===== src/rtl/obi_apb_splitter_pkg.sv =====
// obi_apb_splitter_pkg: shared FSM states and elaboration-time helpers for the OBI-to-APB splitter
package obi_apb_splitter_pkg;
  typedef enum logic [1:0] {IDLE, SETUP, ACCESS, RESP} state_e;
  function automatic int idx_width(input int n);
    return n > 1 ? $clog2(n) : 1;
  endfunction
  localparam int NUM_APB_DEF = 3;
  localparam int IDX_W = idx_width(NUM_APB_DEF);
  // windows must be a power of two and the base aligned to one window
  function automatic bit win_cfg_ok(input longint base, input longint win);
    return win > 0 && (win & (win - 1)) == 0 && (base % win) == 0;
  endfunction
endpackage


===== src/rtl/obi_apb_addr_decode.sv =====
// obi_apb_addr_decode: maps an OBI byte address onto one of NUM_APB equal, contiguous windows
module obi_apb_addr_decode
  import obi_apb_splitter_pkg::*;
#(
  parameter int unsigned              OBI_AW    = 32,
  parameter int unsigned              NUM_APB   = 3,
  parameter logic [OBI_AW-1:0]        BASE_ADDR = 32'h0103_0000,
  parameter logic [OBI_AW-1:0]        WIN_SIZE  = 32'h100,
  parameter int unsigned              DEC_IW    = idx_width(NUM_APB)
) (
  input  logic [OBI_AW-1:0] i_addr,
  output logic              o_hit,
  output logic [DEC_IW-1:0] o_idx
);
  localparam int WIN_LG = $clog2(WIN_SIZE);
  // one extra bit so the window end never wraps at the top of the address space
  localparam logic [OBI_AW:0] LO = {1'b0, BASE_ADDR};
  localparam logic [OBI_AW:0] HI = LO + (OBI_AW+1)'(NUM_APB) * {1'b0, WIN_SIZE};
  logic [OBI_AW-1:0] w_off;
  assign o_hit = {1'b0, i_addr} >= LO && {1'b0, i_addr} < HI;
  assign w_off = i_addr - BASE_ADDR;
  assign o_idx = DEC_IW'(w_off >> WIN_LG);
endmodule


===== src/rtl/obi_apb_splitter_n.sv =====
// obi_apb_splitter_n: one OBI target fanned out to NUM_APB APB4 completers through a shared FSM
module obi_apb_splitter_n
  import obi_apb_splitter_pkg::*;
#(
  parameter int unsigned       OBI_AW      = 32,
  parameter int unsigned       OBI_DW      = 32,
  parameter int unsigned       OBI_IDW     = 1,
  parameter int unsigned       NUM_APB     = 3,
  parameter logic [OBI_AW-1:0] BASE_ADDR   = 32'h0103_0000,
  parameter logic [OBI_AW-1:0] WIN_SIZE    = 32'h100,
  parameter int unsigned       APB_AW      = 12,
  parameter int unsigned       TIMEOUT_CYC = 256
) (
  input  logic                         clk,
  input  logic                         reset_n,
  input  logic                         req,
  input  logic                         reqpar,
  output logic                         gnt,
  output logic                         gntpar,
  input  logic [OBI_AW-1:0]            addr,
  input  logic                         we,
  input  logic [OBI_DW/8-1:0]          be,
  input  logic [OBI_DW-1:0]            wdata,
  input  logic [OBI_IDW-1:0]           aid,
  output logic                         rvalid,
  output logic                         rvalidpar,
  input  logic                         rready,
  input  logic                         rreadypar,
  output logic [OBI_DW-1:0]            rdata,
  output logic                         err,
  output logic [OBI_IDW-1:0]           rid,
  output logic [NUM_APB*APB_AW-1:0]    PADDR,
  output logic [NUM_APB-1:0]           PSEL,
  output logic [NUM_APB-1:0]           PENABLE,
  output logic [NUM_APB-1:0]           PWRITE,
  output logic [NUM_APB*OBI_DW-1:0]    PWDATA,
  output logic [NUM_APB*OBI_DW/8-1:0]  PSTRB,
  input  logic [NUM_APB*OBI_DW-1:0]    PRDATA,
  input  logic [NUM_APB-1:0]           PREADY,
  input  logic [NUM_APB-1:0]           PSLVERR
);
  localparam int PORT_IW = idx_width(NUM_APB);
  localparam int WAIT_W  = TIMEOUT_CYC > 0 ? $clog2(TIMEOUT_CYC + 1) : 1;
  localparam int BW      = OBI_DW / 8;
  if (!win_cfg_ok(longint'(BASE_ADDR), longint'(WIN_SIZE))) begin : g_bad_cfg
    $error("obi_apb_splitter_n: WIN_SIZE must be a power of two and BASE_ADDR aligned to it");
  end
  state_e               r_state;
  logic [APB_AW-1:0]    r_addr;
  logic                 r_we;
  logic [BW-1:0]        r_be;
  logic [OBI_DW-1:0]    r_wdata;
  logic [OBI_IDW-1:0]   r_aid;
  logic [PORT_IW-1:0]   r_idx;
  logic [OBI_DW-1:0]    r_rdata;
  logic                 r_err;
  logic [WAIT_W-1:0]    r_wait;
  logic                 w_hit;
  logic [PORT_IW-1:0]   w_idx;
  logic                 w_act;
  logic                 w_pready;
  logic                 w_pslverr;
  logic [OBI_DW-1:0]    w_prdata;
  logic                 w_unused_par;
  obi_apb_addr_decode #(
    .OBI_AW(OBI_AW), .NUM_APB(NUM_APB), .BASE_ADDR(BASE_ADDR), .WIN_SIZE(WIN_SIZE), .DEC_IW(PORT_IW)
  ) u_dec (
    .i_addr(addr), .o_hit(w_hit), .o_idx(w_idx)
  );
  assign w_unused_par = ^{reqpar, rreadypar};
  assign gnt       = req && r_state == IDLE;
  assign gntpar    = ~gnt;
  assign rvalid    = r_state == RESP;
  assign rvalidpar = ~rvalid;
  assign rdata     = r_rdata;
  assign err       = r_err;
  assign rid       = r_aid;
  assign w_act     = r_state == SETUP || r_state == ACCESS;
  assign w_pready  = PREADY[r_idx];
  assign w_pslverr = PSLVERR[r_idx];
  assign w_prdata  = PRDATA[int'(r_idx)*OBI_DW +: OBI_DW];
  for (genvar i = 0; i < NUM_APB; i++) begin : g_port
    logic w_sel;
    assign w_sel      = w_act && r_idx == PORT_IW'(i);
    assign PSEL[i]    = w_sel;
    assign PENABLE[i] = w_sel && r_state == ACCESS;
    assign PWRITE[i]  = w_sel && r_we;
    assign PADDR[i*APB_AW +: APB_AW] = w_sel ? r_addr : '0;
    assign PWDATA[i*OBI_DW +: OBI_DW] = w_sel ? r_wdata : '0;
    assign PSTRB[i*BW +: BW] = w_sel && r_we ? r_be : '0;
  end
  always_ff @(posedge clk or negedge reset_n) begin
    if (!reset_n) begin
      r_state <= IDLE;
      r_addr  <= '0;
      r_we    <= 1'b0;
      r_be    <= '0;
      r_wdata <= '0;
      r_aid   <= '0;
      r_idx   <= '0;
      r_rdata <= '0;
      r_err   <= 1'b0;
      r_wait  <= '0;
    end else begin
      case (r_state)
        IDLE: if (req) begin
          r_addr  <= addr[APB_AW-1:0];
          r_we    <= we;
          r_be    <= be;
          r_wdata <= wdata;
          r_aid   <= aid;
          r_idx   <= w_idx;
          r_wait  <= '0;
          r_err   <= !w_hit;
          r_rdata <= '0;
          r_state <= w_hit ? SETUP : RESP;
        end
        SETUP: r_state <= ACCESS;
        ACCESS: if (w_pready) begin
          r_rdata <= r_we ? '0 : w_prdata;
          r_err   <= w_pslverr;
          r_state <= RESP;
        end else if (TIMEOUT_CYC != 0 && r_wait == WAIT_W'(TIMEOUT_CYC - 1)) begin
          r_rdata <= '0;
          r_err   <= 1'b1;
          r_state <= RESP;
        end else begin
          r_wait <= r_wait + 1'b1;
        end
        RESP: if (rready) r_state <= IDLE;
        default: r_state <= IDLE;
      endcase
    end
  end
endmodule

===== config.mk =====
export PLATFORM = sky130hd
export DESIGN_NAME = obi_apb_splitter_n
export DESIGN_NICKNAME = d
export VERILOG_FILES = /design/src/rtl/obi_apb_splitter_pkg.sv /design/src/rtl/obi_apb_addr_decode.sv /design/src/rtl/obi_apb_splitter_n.sv
export SDC_FILE = /design/constraint.sdc
export NUM_CORES = 1
export LEC_CHECK = 0
export ABC_CLOCK_PERIOD_IN_PS = 2450
export CAP_MARGIN = 30
export CORE_AREA = 2 2 143 145
export CTS_CLUSTER_SIZE = 14
export DETAILED_ROUTE_END_ITERATION = 7
export DIE_AREA = 0 0 145 147
export PLACE_DENSITY = 0.76
export RECOVER_POWER = 100
export REMOVE_ABC_BUFFERS = 1
export SYNTH_ARGS = -nofsm -noshare
export SYNTH_HDL_FRONTEND = slang
export SYNTH_SLANG_ARGS = --single-unit

===== constraint.sdc =====
create_clock -name clk -period 2.45 [get_ports clk]
set_input_delay 0.3675 -clock clk [delete_from_list [all_inputs] [get_ports clk]]
set_output_delay 0.3675 -clock clk [all_outputs]
set_load 0.005 [all_outputs]

---- Word-level counts from Yosys, hierarchy flattened ----
Cells that the tools add are included.
word-level totals
  input port bits ......................... 178
  register bits after elaboration ......... 96
  output and inout bits ................... 191
cells by class
  reduce and logical (&&, ||, !) cells .... 20
  bitwise gates (word level) .............. 2
  shift operators ......................... 1
  add/sub/neg operators ................... 2
  multiplexer cells ....................... 32
  eq/ne operators ......................... 11
  $lt $le $gt $ge ......................... 3
operator list
  kind                     count
  $mux W32                 7
  $shiftx A96 B8 Y32       1
  $pmux W32 S2             1
  $mux W12                 3
  $ge A32 B25 Y1 const B   1
  $lt A32 B25 Y1 const B   1
  $mux W9                  3
  $pmux W9 S2              1
  $mux W4                  3
  $logic_and A1 B1 Y1      11
  $mux W2                  5
  $sub A10 B1 Y10 const B  1
  $add A9 B1 Y9 const B    1
  $eq A9 B8 Y1 const B     1
  $pmux W2 S4              1
  $eq A2 B2 Y1 const B     3
  $ne A2 B2 Y1 const B     3
  $reduce_and A3 Y1        2
  $mux W1                  5
  $bmux W1 S2              2
  $eq A2 B1 Y1 const B     2
  $logic_not A2 Y1         2
  $reduce_and A4 Y1        1
  $lt A2 B3 Y1 const B     1
  8 further kinds          9

---- Depth between registers and ports, before layout ----
  depth in word-level cells ............... 5
  gate-level depth with buffers ........... 9

---- Hierarchy ----
Synthesis repeated with hierarchy kept, for this count alone.
unflattened totals
  cell total of the unflattened synthesis .. 564
  area, all modules ....................... 5641.7 um^2
modules (own cells, without submodules)
  module               cells each  area an instance (um^2)  times used
  obi_apb_splitter_n   552         5557.8                   1
  obi_apb_addr_decode  12          83.8                     1

---- Worst setup path before layout ----
No wires, ideal clock.
  kind .................................... reg-to-output
  start point ............................. register r_state[1]
  end point ............................... output port PWDATA[13]
  path buffers ............................ 2
  data arrival time ....................... 1490 ps
  path slack .............................. 592 ps
  cell stages (with the launch flop) ...... 7
  path through ............................ dfrtp_1 inv_1 ha_1 nor3b_2 clkbuf_1 clkbuf_2 and2_1
between the ends
  cells in the longest elaborated chain, start to end .. 4
  elaborated cells between the ends (all ways) .. 5
  those cells by class .................... eq/ne (2); mux (1); reduce/logical (2)
RTL lines
  item                                                 RTL line                   RTL
  start, declared                                      obi_apb_splitter_n.sv:48   state_e r_state;
  start signal, assigned                               obi_apb_splitter_n.sv:116  r_state <= w_hit ? SETUP : RESP;
  $eq A2 B1 Y1 / $eq A2 B2 Y1 (equally long branches)  obi_apb_splitter_n.sv:78   assign w_act = r_state == SETUP || r_state == ACCESS;
  $logic_or A1 B1 Y1 *                                 obi_apb_splitter_n.sv:78
  $logic_and A1 B1 Y1 *                                obi_apb_splitter_n.sv:84   assign w_sel = w_act && r_idx == PORT_IW'(i);
  $mux W32 *                                           obi_apb_splitter_n.sv:89   assign PWDATA[i*OBI_DW +: OBI_DW] = w_sel ? r_wdata : '0;
  end, declared                                        obi_apb_splitter_n.sv:36   output logic [NUM_APB*OBI_DW-1:0] PWDATA,
Every way passes the cells marked *; elsewhere a longest branch is shown, timed or not.

---- Worst setup path after layout ----
  start point ............................. register r_state[0]
  end point ............................... output port PWDATA[95]
Same word-level chain as after synthesis.

==> out/metrics.cfg <==
[status]
status=finished with violations
violations=setup timing

[setup_path]
end_kind=output port
crit_arrival_ns=2.17
crit_fanout=25
crit_path_start_kind=flop
r2r_cells=6
critical_path_class=reg2out
cp.required_ns=2.08

[sta]
max_slew_margin_pct=20.7
rsz0062_at_grt=true
whs_ns=0.253
clock-skew-final_ns=0.0153
hold_viol_final=0
fin_crit_ns=2.54
setup_ws_ns=-0.0906
fin_crit_sh_pct=104
fmax_mhz=394
setup_viol=10
drv_slew=0
worst_slew_pin_slew_ns=1.19

[synth]
synth.yosys.warnings=0
synth-edff-count=0
yosysSeqAreaShare_pct=41.5
netlist_area_sq_mm=0.00567
ys_async_sr_fraction_pct=100
synthFlopType=dfrtp_1
synth_cell_type_count=49
syn_area_per_cell_sq_um=9.99
ys_ff_latch=94
syn_inst=567

[pwr]
report.power.total_w=0.0106
ir_worst_vdd_mv=0.522
p_per_area_mw_per_mm2=1060
leakage_nw=5.15

[cells_and_area]
nFillCells=1866
drive_gt1_share_pct=12.1
layout_common_cells=clkdlybuf4s50_1 (233), and2_1 (94), dfrtp_1 (93)
final_nets=1100
n_antenna_cell=0
synthToLayoutAreaGrowth_pct=76.1
mostFrequentLayoutCell=clkdlybuf4s50_1
final_cells=1191
ff_latch_area_sq_mm=0.00235
multiInputGateArea_sq_mm=0.00305
final_core_util_pct=50.3

[job]
drv_cap=0

[global_routing]
grt_pass1_vias=5732
top_usage_layer=met2
grt_max_degree=50
antenna_found_initial=1
grt_usage_pct=19.2
grtUsageMet2_pct=33.9
grt_remaining_overflow=0
use_met3_pct=3.94
grt_pass1_wl_um=32200
met1_usage_pct=23.3

[cts]
root_buffer=clkbuf_16
cts_tree=built
cts.clk_slew.worst_paths_ns=0.07
clock_path_buffers=2
cts.htree.levels=3
cts_sinks=94
insertion_delay_ns=0.35
cts_buffers=9
hold_buffers=0

[route]
ant_nets=0
drcViolationCount=0
routed_wl_um=21000
initialDrtViolationCount=177
routed_via_density=4.69
vias=5590
wl_per_cell_um=17.6
drtPass1Iterations=4

[die]
core_area_sq_mm=0.0198
die_w_um=145
die_h_um=147
die_area_sq_mm=0.0213
initial_core_util_pct=28.6
num_rows=52
ios=369

[place]
portBuffers=362
placed_cells=1165
dp_hpwl_um=15600
post-place-ws_ns=0.143
place.gp.congestion=0.845

[worst_hold_path]
hp-class=in2async

## sequential cells by signal, summed over array words and instances (netlist names)
register  count
r_state       2
r_addr       12
r_be          4
r_we          1
rid           1
err           1
r_wdata      32
rdata        32
r_wait        9
## critical path: stages, from the launching register on
cell	delay, ns
dfrtp_1	0.37
inv_2	0.07
ha_4	0.28
and3b_2	0.26
buf_12	0.17
and2_1	0.16
clkdlybuf4s50_1	0.50
## area by class of cell
cell class,instances,share of cell area [%]
timing repair buffer,390,39.0
multi-input combinational,412,30.6
sequential,94,23.6
tap,270,3.39
clock buffer,10,2.39
clock inverter,6,0.677
inverter,9,0.339
## through the flow
step | TNS, ns | area (sq um)
2_1_floorplan | -156.10 | 5400
3_3_place_gp | 0 | 9560
3_5_place_dp | 0 | 9560
4_1_cts | -2.66 | 9880
5_1_grt | -3.72 | 9980
6_report | -0.374 | 9980
## cell families (layout without fill, tap and decap cells)
group           count (synthesis)  in the layout  synth area share, %
compound gates                 89             89                 11.5
fa+ha+maj                       6              6                 1.32
buf+inv                        64            415                 5.48
flops                          94             94                 41.5
mux                            91             91                 17.3
other cells                     1              4               0.0662
simple gates                  222            222                 22.8
## final timing paths
check	startpoint	slack, ns	end
worst max register to register	r_state[0]	0.31	r_wait[5]
worst min-delay path	reset_n	0.25	r_wdata[28]
worst min register to register	rdata[12]	0.50	rdata[12]
worst max-delay path	r_state[0]	-0.09	PWDATA[95]
min in group clk	rdata[12]	0.50	rdata[12]
max in group asynchronous	reset_n	0.56	r_addr[3]
## repair_timing
action                                  4_1_cts  5_1_grt
gates cloned                                  1        1
setup buffers                                 5        3
endpoints found under the setup margin      137       82
gates resized for setup                      74       30
## cells in the mapped netlist (4+ instances only)
master,count,area [sq um]
o21ai_0,37,185
mux2i_1,39,390
ha_1,6,75.1
and2_1,94,588
nand3_1,5,25.0
dfrtp_1,94,2350
nand2_1,43,161
and3_1,52,325
mux2_2,51,574
nand2b_1,7,43.8
buf_4,9,67.6
buf_1,4,15.0
a22o_1,32,280
clkbuf_1,28,105
inv_1,9,33.8
buf_2,10,50.1
## power by group
group	internal [W]	switching, W	total, W	leakage (nW)
combinational	0.00344	0.00276	0.00620	3.81
sequential	0.00228	0.000655	0.00294	1.19
clock	0.000825	0.000625	0.00145	0.145
## layer usage
metal	vias up	share of wire, %
met5	-	0.048
met4	2	2.4
met3	29	4.9
met2	175	52
met1	2704	41
li1	2680	-
No activity file was read; power rests on OpenSTA's default activity.
